$ cat src/rtl/bus_transfer_unit.sv
// bus_transfer_unit: drives the shared Mini SRC bus from queued transfer
// requests. Each request names one source word and one destination register.
// A 2-entry FIFO holds waiting requests. An IDLE/SELECT/DRIVE sequencer
// validates the request, registers the selected word onto BusMuxOut, and then
// pulses the destination enable for one cycle.
module bus_transfer_unit #(
  parameter int WIDTH = 32,
  parameter int NSRC  = 24,
  parameter int NDST  = 24
) (
  input  logic                    clock,
  input  logic                    clear,
  input  logic [NSRC*WIDTH-1:0]   BusMuxIn,
  input  logic                    req_valid,
  output logic                    req_ready,
  input  logic [NSRC-1:0]         req_src,
  input  logic [NDST-1:0]         req_dst,
  output logic [WIDTH-1:0]        BusMuxOut,
  output logic [NDST-1:0]         reg_enable,
  output logic                    done,
  output logic                    err,
  output logic                    busy
);

  localparam int ENTW = NSRC + NDST;

  typedef enum logic [1:0] {
    ST_IDLE   = 2'd0,
    ST_SELECT = 2'd1,
    ST_DRIVE  = 2'd2
  } state_t;

  // True when exactly one bit of a source select is set.
  function automatic logic src_onehot(input logic [NSRC-1:0] v);
    return (v != '0) && ((v & (v - {{(NSRC-1){1'b0}}, 1'b1})) == '0);
  endfunction

  // True when exactly one bit of a destination select is set.
  function automatic logic dst_onehot(input logic [NDST-1:0] v);
    return (v != '0) && ((v & (v - {{(NDST-1){1'b0}}, 1'b1})) == '0);
  endfunction

  state_t            state_q, state_d;
  logic [ENTW-1:0]   mem_q [2];
  logic [ENTW-1:0]   mem_d [2];
  logic              rd_ptr_q, rd_ptr_d;
  logic [1:0]        count_q, count_d;
  logic [ENTW-1:0]   cur_q, cur_d;
  logic [WIDTH-1:0]  bus_q, bus_d;
  logic [NDST-1:0]   en_q, en_d;
  logic              done_q, done_d;
  logic              err_q, err_d;
  logic              busy_q, busy_d;

  logic              push_s, pop_s, head_avail_s, wr_idx_s;
  logic [ENTW-1:0]   head_s;
  logic [NSRC-1:0]   cur_src_s;
  logic [NDST-1:0]   cur_dst_s;
  logic [WIDTH-1:0]  sel_word_s;

  // Readiness depends on the registered count only, so a full FIFO never takes a push.
  assign req_ready = (count_q < 2'd2) && !clear;

  assign BusMuxOut  = bus_q;
  assign reg_enable = en_q;
  assign done       = done_q;
  assign err        = err_q;
  assign busy       = busy_q;

  // Sequencer next state, FIFO bookkeeping and per-transfer outputs.
  always_comb begin
    state_d  = state_q;
    mem_d    = mem_q;
    rd_ptr_d = rd_ptr_q;
    count_d  = count_q;
    cur_d    = cur_q;
    bus_d    = bus_q;
    en_d     = '0;
    done_d   = 1'b0;
    err_d    = 1'b0;
    pop_s    = 1'b0;

    push_s       = req_valid && req_ready;
    // An empty FIFO lets an incoming request go straight to SELECT.
    head_s       = (count_q != 2'd0) ? mem_q[rd_ptr_q] : {req_src, req_dst};
    head_avail_s = (count_q != 2'd0) || push_s;
    wr_idx_s     = rd_ptr_q ^ count_q[0];

    cur_src_s  = cur_q[ENTW-1:NDST];
    cur_dst_s  = cur_q[NDST-1:0];
    sel_word_s = '0;
    for (int i = 0; i < NSRC; i++) begin
      if (cur_src_s[i]) begin
        sel_word_s = sel_word_s | BusMuxIn[i*WIDTH +: WIDTH];
      end else begin
        sel_word_s = sel_word_s;
      end
    end

    case (state_q)
      ST_IDLE: begin
        if (head_avail_s) begin
          pop_s   = 1'b1;
          cur_d   = head_s;
          state_d = ST_SELECT;
        end else begin
          state_d = ST_IDLE;
        end
      end
      ST_SELECT: begin
        if (src_onehot(cur_src_s) && dst_onehot(cur_dst_s)) begin
          bus_d   = sel_word_s;
          en_d    = cur_dst_s;
          done_d  = 1'b1;
          state_d = ST_DRIVE;
        end else if (head_avail_s) begin
          err_d   = 1'b1;
          pop_s   = 1'b1;
          cur_d   = head_s;
          state_d = ST_SELECT;
        end else begin
          err_d   = 1'b1;
          state_d = ST_IDLE;
        end
      end
      ST_DRIVE: begin
        if (head_avail_s) begin
          pop_s   = 1'b1;
          cur_d   = head_s;
          state_d = ST_SELECT;
        end else begin
          state_d = ST_IDLE;
        end
      end
      default: begin
        state_d = ST_IDLE;
      end
    endcase

    // A bypassed request (push and pop into an empty FIFO) never occupies a slot.
    if (push_s && !(pop_s && (count_q == 2'd0))) begin
      mem_d[wr_idx_s] = {req_src, req_dst};
    end else begin
      mem_d = mem_d;
    end

    if (pop_s && (count_q != 2'd0)) begin
      rd_ptr_d = ~rd_ptr_q;
    end else begin
      rd_ptr_d = rd_ptr_q;
    end

    count_d = count_q + {1'b0, push_s} - {1'b0, pop_s};
    busy_d  = (count_d != 2'd0) || (state_d != ST_IDLE);
  end

  // State, FIFO and output registers; clear aborts everything in flight.
  always_ff @(posedge clock) begin
    if (clear) begin
      state_q  <= ST_IDLE;
      mem_q[0] <= '0;
      mem_q[1] <= '0;
      rd_ptr_q <= 1'b0;
      count_q  <= 2'd0;
      cur_q    <= '0;
      bus_q    <= '0;
      en_q     <= '0;
      done_q   <= 1'b0;
      err_q    <= 1'b0;
      busy_q   <= 1'b0;
    end else begin
      state_q  <= state_d;
      mem_q    <= mem_d;
      rd_ptr_q <= rd_ptr_d;
      count_q  <= count_d;
      cur_q    <= cur_d;
      bus_q    <= bus_d;
      en_q     <= en_d;
      done_q   <= done_d;
      err_q    <= err_d;
      busy_q   <= busy_d;
    end
  end

endmodule

$ cat config.mk
export PLATFORM = sky130hd
export DESIGN_NAME = bus_transfer_unit
export DESIGN_NICKNAME = d
export VERILOG_FILES = /design/src/rtl/bus_transfer_unit.sv
export SDC_FILE = /design/constraint.sdc
export NUM_CORES = 1
export LEC_CHECK = 0
export BUFFER_PORTS_ARGS = -buffer_cell sky130_fd_sc_hd__buf_4
export CORE_AREA = 2 2 339 341
export DETAILED_ROUTE_END_ITERATION = 8
export DIE_AREA = 0 0 341 343
export PLACE_DENSITY = 0.42
export SLEW_MARGIN = 20
export SYNTH_ARGS = -nofsm -noshare
export SYNTH_HDL_FRONTEND = slang
export SYNTH_SLANG_ARGS = --single-unit
$ cat constraint.sdc
create_clock -name clock -period 5.9 [get_ports clock]
set_clock_uncertainty 0.15 [all_clocks]
set_input_delay 1.18 -clock clock [delete_from_list [all_inputs] [get_ports clock]]
set_output_delay 1.18 -clock clock [all_outputs]
set_load 0.02 [all_outputs]
Word level (Yosys, flattened, before mapping)
Cells that the tools add are included.

word-level totals
  output and inout port bits = 60
  bits in registers = 208

cells by class
  bitwise gates (word level) = 31
  mux-type cells = 42
  equal/unequal tests = 3
  $lt $le $gt $ge = 4
  $add $sub $neg = 4
  reduce and logical (&&, ||, !) cells = 28

operators with widths
  kind                   count
  $mux 32                24
  $or 32x32->32          23
  $mux 48                7
  $bwmux 96              1
  $pmux 48 s2            1
  $and 24x24->24         2
  $demux 48 s1           1
  $logic_not 24->1       2
  $reduce_bool 24->1     2
  $sub 24x1->24 const B  2
  $logic_and 1x1->1      9
  $reduce_bool 2->1      4
  $mux 1                 5
  $ge 2x2->1 const B     2
  $logic_not 2->1        2
  $not 1->2              2
  $pmux 2 s2             1
  $reduce_and 2->1       2
  $reduce_or 2->1        2
  $not 1->1              3
  $reduce_or 3->1        1
  $add 2x1->2            1
  $eq 2x1->1 const B     1
  $eq 2x2->1 const B     1
  9 further kinds        11

Longest topological paths before layout
  depth in word-level cells = 47
  gate-level depth with buffers = 17

Worst setup path after synthesis
OpenSTA, ideal clock, no wires.

  path type = flip-flop to flip-flop
  start = register cur_q[17]
  end = register busy_q (netlist: busy)
  clock period less this slack = 3.607 ns
  setup slack = 2.293 ns
  arrival time = 3.327 ns
  stages on the path, launching flop included = 17
  library setup time = 0.130 ns
  path buffers = 1
  required time = 5.620 ns
  cell sequence = dfxtp_1 -> buf_2 -> or4_1 -> o41ai_1 -> o221ai_1 -> or3_4 -> nor3_4 -> o21a_1 -> nor2_1 -> ha_1 -> inv_1 -> ha_1 -> xor2_1 -> xnor2_1 -> nand2b_1 -> o21ai_0 -> o31ai_1

between the ends
  word-level cells in the longest chain between the ends = 10
  elaborated cells between the ends (all ways) = 14

ends and longest elaborated chain
  item                      line  text
  start: declaration        48    logic [ENTW-1:0] cur_q, cur_d;
  start signal: assignment  176   cur_q <= cur_d;
  $sub 24x1->24             40    return (v != '0) && ((v & (v - {{(NDST-1){1'b0}}, 1'b1})) == '0);
  $and 24x24->24            40
  $logic_not 24->1          40
  $logic_and 1x1->1 *       40
  $logic_and 1x1->1 *       111   if (src_onehot(cur_src_s) && dst_onehot(cur_dst_s)) begin
  $mux 1 *                  111
  $pmux 1 s2 *              100   case (state_q)
  net pop_s                 55    logic push_s, pop_s, head_avail_s, wr_idx_s;
  $sub 2x1->2 *             153   count_d = count_q + {1'b0, push_s} - {1'b0, pop_s};
  $reduce_bool 2->1 *       154   busy_d = (count_d != 2'd0) || (state_d != ST_IDLE);
  $logic_or 1x1->1 *        154
  end signal: assignment    181   busy_q <= busy_d;
  end: declaration          53    logic busy_q, busy_d;

The timed path passes the listed nets; every way through them passes the cells marked *.
A chain may end at the register's enable or synchronous reset.

Worst setup path in the final report
  start = register cur_q[1]
  end = register busy_q (netlist: busy)

The elaborated chain is that of the path after synthesis.

==> impl_metrics.yaml <==
power_and_ir_drop:
  leakagePower_nw: 9.086
  p_clk_frac: 0.197
  irDropWorstVdd_mv: 0.2729
  power.density_nw_per_um2: 438.6
  switching_share: 0.5214
  p_int_mw: 4.734
  power.switching_mw: 5.156
  power_frac_seq: 0.230
  pwr-share-comb: 0.573
timing:
  fin_ws_ps: 1509
  grt_setup_unrepaired: "false"
  setup_tns_ps: 0
  hold_viol: 0
  whs_ps: 313.8
  setup_viol: 0
  period_minus_slack_ps: 4391
  report.final.slew_viol_count: 0
  worstMarginPinSlew_ps: 1154
  fmax_mhz: 227.7
  period_share: 0.7443
  relSlewSlack: 0.2307
final_layout:
  final_cell_mix: "buf_4, a22oi_1, dfxtp_1, nand3_1, nor2_1"
  syn_to_final_growth_pct: 70.14
  regArea_sq_um: 4208
  layout_commonest_cell: "buf_4"
  final_area_sq_um: 22550
  fillers: 12840
  drive_above_1_share: 0.4344
  multiInputGateArea_sq_um: 8264
  nets: 3282
critical_path:
  timing.rr.end: "busy$_SDFF_PP0_"
  critPathLaunchType: "register"
  reg2reg_depth: 16
  worst-r2r-setup-slack_ps: 1510
  crit_path_end_kind: "register"
  crit_start: "cur_q[1]$_SDFFE_PP0P_"
  crit-reg2reg-launch: "cur_q[1]$_SDFFE_PP0P_"
  endpoint: "busy$_SDFF_PP0_"
  crit_arrival_ps: 4740
  crit_type: "register to register"
  required_ps: 6250
  cp_max_fo: 8
hold_path:
  hold_path.class: "register to register"
die:
  die_h_microns: 343
  boundaryPins: 879
  dieArea_sq_um: 117000
  fp.coreArea_sq_um: 113400
  initial_core_util: 0.1169
  row_count: 124
  die_x_microns: 341
synthesis:
  synthCells: 1690
  synth_top_area_cell: "dfxtp_1"
  synthArstFlopShare: 0
  synth-seq-cells: 208
  avgSynthCellArea_sq_um: 7.843
  synth_edf_count: 0
  synth_cell_types: 61
  synthTopCellsByArea: "dfxtp_1, a22oi_1, nand3_1"
  synth-main-ff-cell: "dfxtp_1"
  syn_area_sq_um: 13250
  ys_seq_area_frac: 0.3142
  yosysTopAreaCellShare: 0.3142
  synth_nets: 2511
  yosys_warnings: 0
grt:
  grt_pass1_vias: 18250
  grt_max_degree: 67
  grt_pass1_wl_mm: 167.2
  gr-total-overflow: 0
  grt_antenna_before_repair: 59
  track_usage: 0.2089
clock_network:
  cts_tree: "built"
  clk_path_buf_depth: 3
  cts_sinks: 208
  cts-root-buf: "clkbuf_16"
  h-tree-depth: 1
  ctsResizeCount: 0
  numCtsBuffers: 29
  ctsHoldBuffers: 0
  cts_setup_buffers: 0
  clkTransAtPathRegs_ps: 60
  clock_latency_ps: 630
detailed_routing:
  wirelength_mm: 130.9
  firstDrtPassIters: 6
  drc_errors: 0
  via_per_inst: 4.780
  drt_iter0_drc: 2011
  drt.antenna.violating_nets: 0
  dr_total_vias: 19160
  wire_per_inst_microns: 32.66
placed_design:
  portBuffers: 878
  hpwl_mm: 100.7
  routabilityCongestion: 0.9416
  dp_slack_ps: 1588
  placedInstanceArea_sq_um: 21460
status:
  outcome: "completed"
run:
  drv_cap: 0
[routing by layer]
layer  up-vias  track usage  routed length [microns]
met5         -            0                      295
met4        46      0.07379                     4578
met3       239      0.08278                    16520
met2      1298       0.3048                    54760
met1      9347       0.2764                    54790
li1       8233            -                        -
[synthesized netlist by cell type, types with 21 or more instances]
cell and number:
a211oi_1 37, a21oi_1 100, a221o_1 48, a221oi_1 34
a22o_1 32, a22oi_1 324, buf_1 26, buf_2 21
clkbuf_1 139, dfxtp_1 208, inv_1 30, mux2_2 48
nand2_1 66, nand3_1 136, nand4_1 76, nor2_1 121
nor3_1 42, o21ai_0 107
[how the worst min path moves through the flow]
| stage | from | endpoint | cells past startpoint |
|---|---|---|---|
| finish | mem_q[18]$_SDFFE_PP0P_ | mem_q[18]$_SDFFE_PP0P_ | 2 |
| global route | mem_q[73]$_SDFFE_PP0P_ | mem_q[73]$_SDFFE_PP0P_ | 2 |
| CTS | mem_q[95]$_SDFFE_PP0P_ | mem_q[95]$_SDFFE_PP0P_ | 2 |
| detailed placement | mem_q[18]$_SDFFE_PP0P_ | mem_q[18]$_SDFFE_PP0P_ | 2 |
| global placement | mem_q[42]$_SDFFE_PP0P_ | mem_q[42]$_SDFFE_PP0P_ | 2 |
| floorplan | cur_q[23]$_SDFFE_PP0P_ | reg_enable[23]$_SDFF_PP0_ | 2 |
[stage by stage]
stage | power [mW] | util | cells
after detailed placement | 7.855 | 0.1892 | 3939
after global placement | 7.876 | 0.1892 | 3939
after CTS | 9.859 | 0.1983 | 3993
final | 9.890 | 0.1988 | 4009
after global routing | 10.30 | 0.1987 | 4003
after floorplan | 4.822 | - | 1690
[logic make-up (layout without fill, tap and decap cells)]
family,Yosys count,in the layout,share of synthesized area
DFF,208,208,0.3142
and+or+nand+nor,490,490,0.1876
buffers and inverters,221,1015,0.06684
adders and majority gates,5,5,0.004248
muxes,48,48,0.04078
xor gates and xnor gates,4,4,0.002644
other,0,13,0
AOI/OAI and AO/OA,714,714,0.3837
[flip-flops by register name, summed over array words and instances, names as in the netlist]
| register | count |
|---|---|
| busy | 1 |
| rd_ptr_q | 1 |
| count_q | 2 |
| cur_q | 48 |
| done | 1 |
| mem_q | 96 |
| BusMuxOut | 32 |
| err | 1 |
| reg_enable | 24 |
| state_q | 2 |
[worst max-delay path: stages, from the launching register on]
cell,delay (ps)
dfxtp_1,420
nor4_1,500
nand2_1,190
a2111oi_0,710
and3_1,280
nand4_1,190
nor3_4,400
o21a_1,200
nor2_1,60
ha_1,290
inv_1,70
ha_1,150
xor2_1,200
xnor2_1,160
nand2b_1,80
o21ai_0,140
o31ai_1,90
[layout make-up]
cell class / instances / area share
inverters: 30 / 0.004994
flip-flops and latches: 208 / 0.1866
clock inverters: 18 / 0.01038
well taps: 1512 / 0.08389
clock buffers: 36 / 0.03557
repair buffers: 931 / 0.3107
diodes: 13 / 0.001443
multi-input cells: 1261 / 0.3665
[power groups by stage]
stage | clock network [mW] | logic (mW) | registers (mW)
floorplan | 0 | 2.83 | 1.99
CTS | 2.02 | 5.58 | 2.26
global placement | 0 | 5.59 | 2.28
detailed placement | 0 | 5.57 | 2.29
global route | 2.07 | 5.93 | 2.30
finish | 1.95 | 5.67 | 2.27
Note: power is estimated with default switching activity, not from simulation.
